--- src/rtl/pc_redirect_unit_pkg.sv ---
// pc_redirect_unit_pkg: shared FSM state encoding and PC constants for the PC redirect stage
package pc_redirect_unit_pkg;
    typedef enum logic [1:0] {ST_BOOT, ST_RUN, ST_FLUSH, ST_TRAP} state_t;
    localparam logic [31:0] PC_STEP     = 32'd4;
    localparam logic [31:0] IALIGN_MASK = 32'hFFFF_FFFC;
    localparam logic [31:0] JALR_MASK   = 32'hFFFF_FFFE;
endpackage

--- src/rtl/pc_redirect_unit_br_target_gen.sv ---
// pc_redirect_unit_br_target_gen: combinational redirect target and link address
//   ex_pc, imm, rs1 : EX-stage PC, sign-extended immediate, JALR base
//   is_jalr         : select rs1-based target (bit 0 cleared) over PC-relative target
//   target          : raw taken target, before alignment handling
//   link            : ex_pc + 4 for rd writeback
module pc_redirect_unit_br_target_gen
    import pc_redirect_unit_pkg::*;
(
    input  logic [31:0] ex_pc,
    input  logic [31:0] imm,
    input  logic [31:0] rs1,
    input  logic        is_jalr,
    output logic [31:0] target,
    output logic [31:0] link
);
    assign target = is_jalr ? (rs1 + imm) & JALR_MASK : ex_pc + imm;
    assign link   = ex_pc + PC_STEP;
endmodule

--- src/rtl/pc_redirect_unit.sv ---
// pc_redirect_unit: PC generator and control-flow redirect stage feeding fetch
//   clk, RSTn (sync, active-low)
//   ex_valid, is_branch, is_jal, is_jalr, Br_en, ex_pc, imm, rs1 : EX-stage redirect info
//   stall, if_ready : hold PC / fetch accepts pc_o
//   pc_o, pc_valid  : fetch PC stream
//   flush_o         : squash IF/ID, held FLUSH_CYCLES cycles after a redirect
//   link_o          : ex_pc + 4 (combinational)
//   trap_o, bad_addr: misaligned-target trap; only live with PC_MISALIGN_TRAP_EN defined
// Optional feature macro: PC_MISALIGN_TRAP_EN
module pc_redirect_unit
    import pc_redirect_unit_pkg::*;
#(
    parameter logic [31:0] RESET_PC     = 32'h0000_0000,
    parameter int          FLUSH_CYCLES = 2,
    parameter logic [31:0] TRAP_VEC     = 32'h0000_0100
) (
    input  logic        clk,
    input  logic        RSTn,
    input  logic        ex_valid,
    input  logic        is_branch,
    input  logic        is_jal,
    input  logic        is_jalr,
    input  logic        Br_en,
    input  logic [31:0] ex_pc,
    input  logic [31:0] imm,
    input  logic [31:0] rs1,
    input  logic        stall,
    input  logic        if_ready,
    output logic [31:0] pc_o,
    output logic        pc_valid,
    output logic        flush_o,
    output logic [31:0] link_o,
    output logic        trap_o,
    output logic [31:0] bad_addr
);
    localparam logic [2:0] CNT_INIT = 3'(FLUSH_CYCLES - 1);

    state_t      state, state_nx;
    logic [2:0]  cnt, cnt_nx;
    logic [31:0] pc_nx, raw_target, target;
    logic        taken, misalign;

    pc_redirect_unit_br_target_gen u_tgt (
        .ex_pc   (ex_pc),
        .imm     (imm),
        .rs1     (rs1),
        .is_jalr (is_jalr),
        .target  (raw_target),
        .link    (link_o)
    );

    // is_jalr already steers the target mux, giving jalr > jal > branch priority
    assign taken = ex_valid & (is_jal | is_jalr | (is_branch & Br_en));

`ifdef PC_MISALIGN_TRAP_EN
    assign misalign = raw_target[1];
    assign target   = raw_target;
    assign trap_o   = state == ST_TRAP;
    always_ff @(posedge clk)
        if (!RSTn)
            bad_addr <= '0;
        else if (state == ST_RUN && taken && misalign)
            bad_addr <= raw_target;
`else
    // Without the trap, misaligned targets are silently aligned down
    assign misalign = 1'b0;
    assign target   = raw_target & IALIGN_MASK;
    assign trap_o   = 1'b0;
    assign bad_addr = '0;
`endif

    assign pc_valid = state == ST_RUN;
    assign flush_o  = state == ST_FLUSH || state == ST_TRAP;

    always_comb begin
        state_nx = state;
        cnt_nx   = cnt;
        pc_nx    = pc_o;
        unique case (state)
            ST_BOOT: state_nx = ST_RUN;
            ST_RUN:
                if (taken) begin
                    // Redirect beats stall: stall only gates the sequential increment
                    state_nx = misalign ? ST_TRAP : ST_FLUSH;
                    pc_nx    = misalign ? TRAP_VEC : target;
                    cnt_nx   = CNT_INIT;
                end else if (if_ready && !stall) begin
                    pc_nx = pc_o + PC_STEP;
                end
            ST_FLUSH: begin
                state_nx = cnt == 3'd0 ? ST_RUN : ST_FLUSH;
                cnt_nx   = cnt == 3'd0 ? cnt : cnt - 3'd1;
            end
            ST_TRAP: state_nx = ST_FLUSH;
        endcase
    end

    always_ff @(posedge clk) begin
        if (!RSTn) begin
            state <= ST_BOOT;
            cnt   <= '0;
            pc_o  <= RESET_PC;
        end else begin
            state <= state_nx;
            cnt   <= cnt_nx;
            pc_o  <= pc_nx;
        end
    end
endmodule
--- config.mk ---
export PLATFORM = sky130hd
export DESIGN_NAME = pc_redirect_unit
export DESIGN_NICKNAME = d
export VERILOG_FILES = /design/src/rtl/pc_redirect_unit_pkg.sv /design/src/rtl/pc_redirect_unit_br_target_gen.sv /design/src/rtl/pc_redirect_unit.sv
export SDC_FILE = /design/constraint.sdc
export NUM_CORES = 1
export LEC_CHECK = 0
export BUFFER_PORTS_ARGS = -buffer_cell sky130_fd_sc_hd__buf_2
export CORE_AREA = 2 2 102 178
export DETAILED_ROUTE_END_ITERATION = 8
export DIE_AREA = 0 0 104 180
export PLACE_DENSITY_LB_ADDON = 0.25
export SLEW_MARGIN = 30
export SYNTH_ARGS = -nofsm -noshare
export SYNTH_HDL_FRONTEND = slang
export SYNTH_HIERARCHICAL = 1
export SYNTH_SLANG_ARGS = --single-unit
--- constraint.sdc ---
create_clock -name clk -period 3.05 [get_ports clk]
set_input_delay 0.1525 -clock clk [delete_from_list [all_inputs] [get_ports clk]]
set_output_delay 0.1525 -clock clk [all_outputs]
set_load 0.1 [all_outputs]
==> results.toml <==
[drt]
post_drt_wl_per_cell_um = 16.83
finalWirelength_um = 24520
drt-initial-drc-count = 416
antenna_left = 0
detailroute.via_count = 8347
drtPass1Iterations = 6
drc = 0
drt-vias-per-instance = 5.729

[hold_path]
hold-path-cell-count = 2
hold_end = "cnt[1]"
hold_path_class = "in2reg"
hold_path_startpoint = "RSTn"

[clock_network]
cts_root_buffer = "clkbuf_16"
cts_hold_repair.buffers = 0
cts-root-to-sink-buffers = 2
clock_tree_from_tritoncts = "built"
path_clk_slew_ps = 60
tritoncts.num_buffers = 5
worst_skew_pair.late_latency_ps = 290
cts_htree_levels = 2
numClockSinks = 35

[sta]
final_hold_viol_count = 0
max_freq_mhz = 342.1
period_minus_slack_ps = 2923
grt_setup_unrepaired = "true"
drv_slew = 0
fin_setup_tns_ps = 0
max_slew_headroom_pct = 48.19
setup_viol = 0
tightest_slew_ps = 777.2
fin_crit_sh_pct = 95.84
finalClockSkew_ps = 3.256

[grt]
grt_pass1_vias = 7986
maximum_number_of_pins_on_one_net_before_global_route_repair = 65
grt_first_pass_wirelength_um = 39060
global_route_congestion_overflow_total = 0
groute.usage.overall_pct = 25.04
grt_antenna_before_repair = 1

[yosys]
post_synthesis_average_cell_area_um2 = 7.118
ys_warn_count = 6
synthesis.instances = 955
synth.cell_area_um2 = 6798

[power]
power-per-cell-area_nw_per_um2 = 358.9
sequentialPowerShare_pct = 17.3
combPwrFrac_pct = 65.8
peakVddDrop_mv = 0.2483
post-layout-total-power_mw = 3.245
p_switching_mw = 1.678
leakage_power_total_nw = 4.197
power.share.clock_pct = 16.9
swShare_pct = 51.69
cellInternalPower_mw = 1.568

[layout]
layout.cells.non_filler = 1457
most-common-layout-cells = "164 x buf_2, 146 x buf_4, 93 x nand2_1"
n_antenna_cell = 0
num-nets-final = 1397
syn_to_final_growth_pct = 33.02
layout-drive-gt1-share_pct = 29.04
post-route-cell-area_um2 = 9042
layout.cells.most_common = "buf_2"

[place]
placed_cells_incl_taps = 1446
placed_cell_area_um2 = 8702
detailedPlacementHpwl_um = 20040
place.gp.congestion = 0.9338
portBuffers = 168

[worst_setup_path]
timing.critical_path.to_type = "flip-flop"
worst-path-max-fanout = 3
timing.reg2reg.worst_path_depth = 5
reg2reg_slack_ps = 830
r2r_end = "pc_o[28]"
critical_path_required_ps = 3190
critPathLaunchType = "primary input"
rr_startpoint = "pc_o[2]"
worst_ep_arrival_time_ps = 3060
critPathKind = "in2reg"

[floorplan]
floorplan.die.height_um = 180
initial_utilization_pct = 39.30
dieWidth_um = 104
die-area_um2 = 18720
io_pins = 204
fp.coreArea_um2 = 17300
fp-row-count = 64

[run]
max_cap_violations = 0

[outcome]
run_status = "complete, no violations"
[power by group through the flow]
stage          Combinational (mW)  Clock (mW)  Sequential [mW]
2_1_floorplan                1.26           0            0.789
4_1_cts                      2.08       0.553            0.559
6_report                     2.14       0.548            0.560
3_5_place_dp                 2.07           0            0.568
5_1_grt                      2.28       0.571            0.567
3_3_place_gp                 2.06           0            0.569
[flip-flops by register name, summed over array words and instances (netlist names)]
name and count:
cnt 3, pc_o 30, state 2
[how the worst max path moves through the flow]
stage | startpoint | to | slack (ps) | cells past startpoint
floorplan | ex_pc[0] | pc_o[24] | 50 | 13
global placement | ex_pc[0] | pc_o[24] | -270 | 14
detailed placement | ex_pc[0] | pc_o[24] | -280 | 14
CTS | ex_pc[0] | pc_o[24] | 10 | 14
global route | imm[0] | pc_o[30] | -40 | 14
finish | imm[0] | pc_o[28] | 130 | 16
[area by class of cell]
type	count	area, um2
repair buffers	314	1992
flip-flops and latches	35	700.7
fillers	1811	8254
inverters	22	82.58
multi-input cells	847	5822
clock buffers	8	156.4
well taps	231	289.0
[layer usage]
layer | routed length, um | part of all wire [%] | global-route usage, % | vias up
met4 | 1250 | 5.1 | 12.43 | 2
met2 | 12880 | 53 | 47.61 | 322
li1 | - | - | - | 4077
met1 | 9072 | 37 | 26.57 | 3868
met3 | 1311 | 5.3 | 3.299 | 78
met5 | 8 | 0.033 | 0 | -
[worst max-delay path, cell delays in order]
cell and delay [ps]:
buf_8 100, and2_4 150, fa_2 340, a21o_1 180, a221o_1 410, o221ai_4 240, o21ai_4 90, buf_4 150
a221oi_1 260, buf_4 160, o211ai_1 90, xnor2_1 170, mux2i_1 100, and3_1 210, a31oi_1 150, o221ai_1 120
[per-stage QoR]
| step | util, % | hold slack, ps | worst slack (ps) |
|---|---|---|---|
| floorplan | - | 478.4 | 49.72 |
| global placement | 50.31 | 502.9 | -268.3 |
| detailed placement | 50.31 | 515.1 | -282.5 |
| CTS | 51.22 | 293.4 | 12.94 |
| global route | 52.28 | 316.7 | -35.30 |
| finish | 52.28 | 301.4 | 127.0 |
[timing repair]
action / 4_1_cts / 5_1_grt
endpoints found under the hold margin: 0 / 0
setup buffers: 0 / 4
setup endpoints to repair: 0 / 7
resized for setup: 0 / 27
Power figures use the tool's default switching activity.
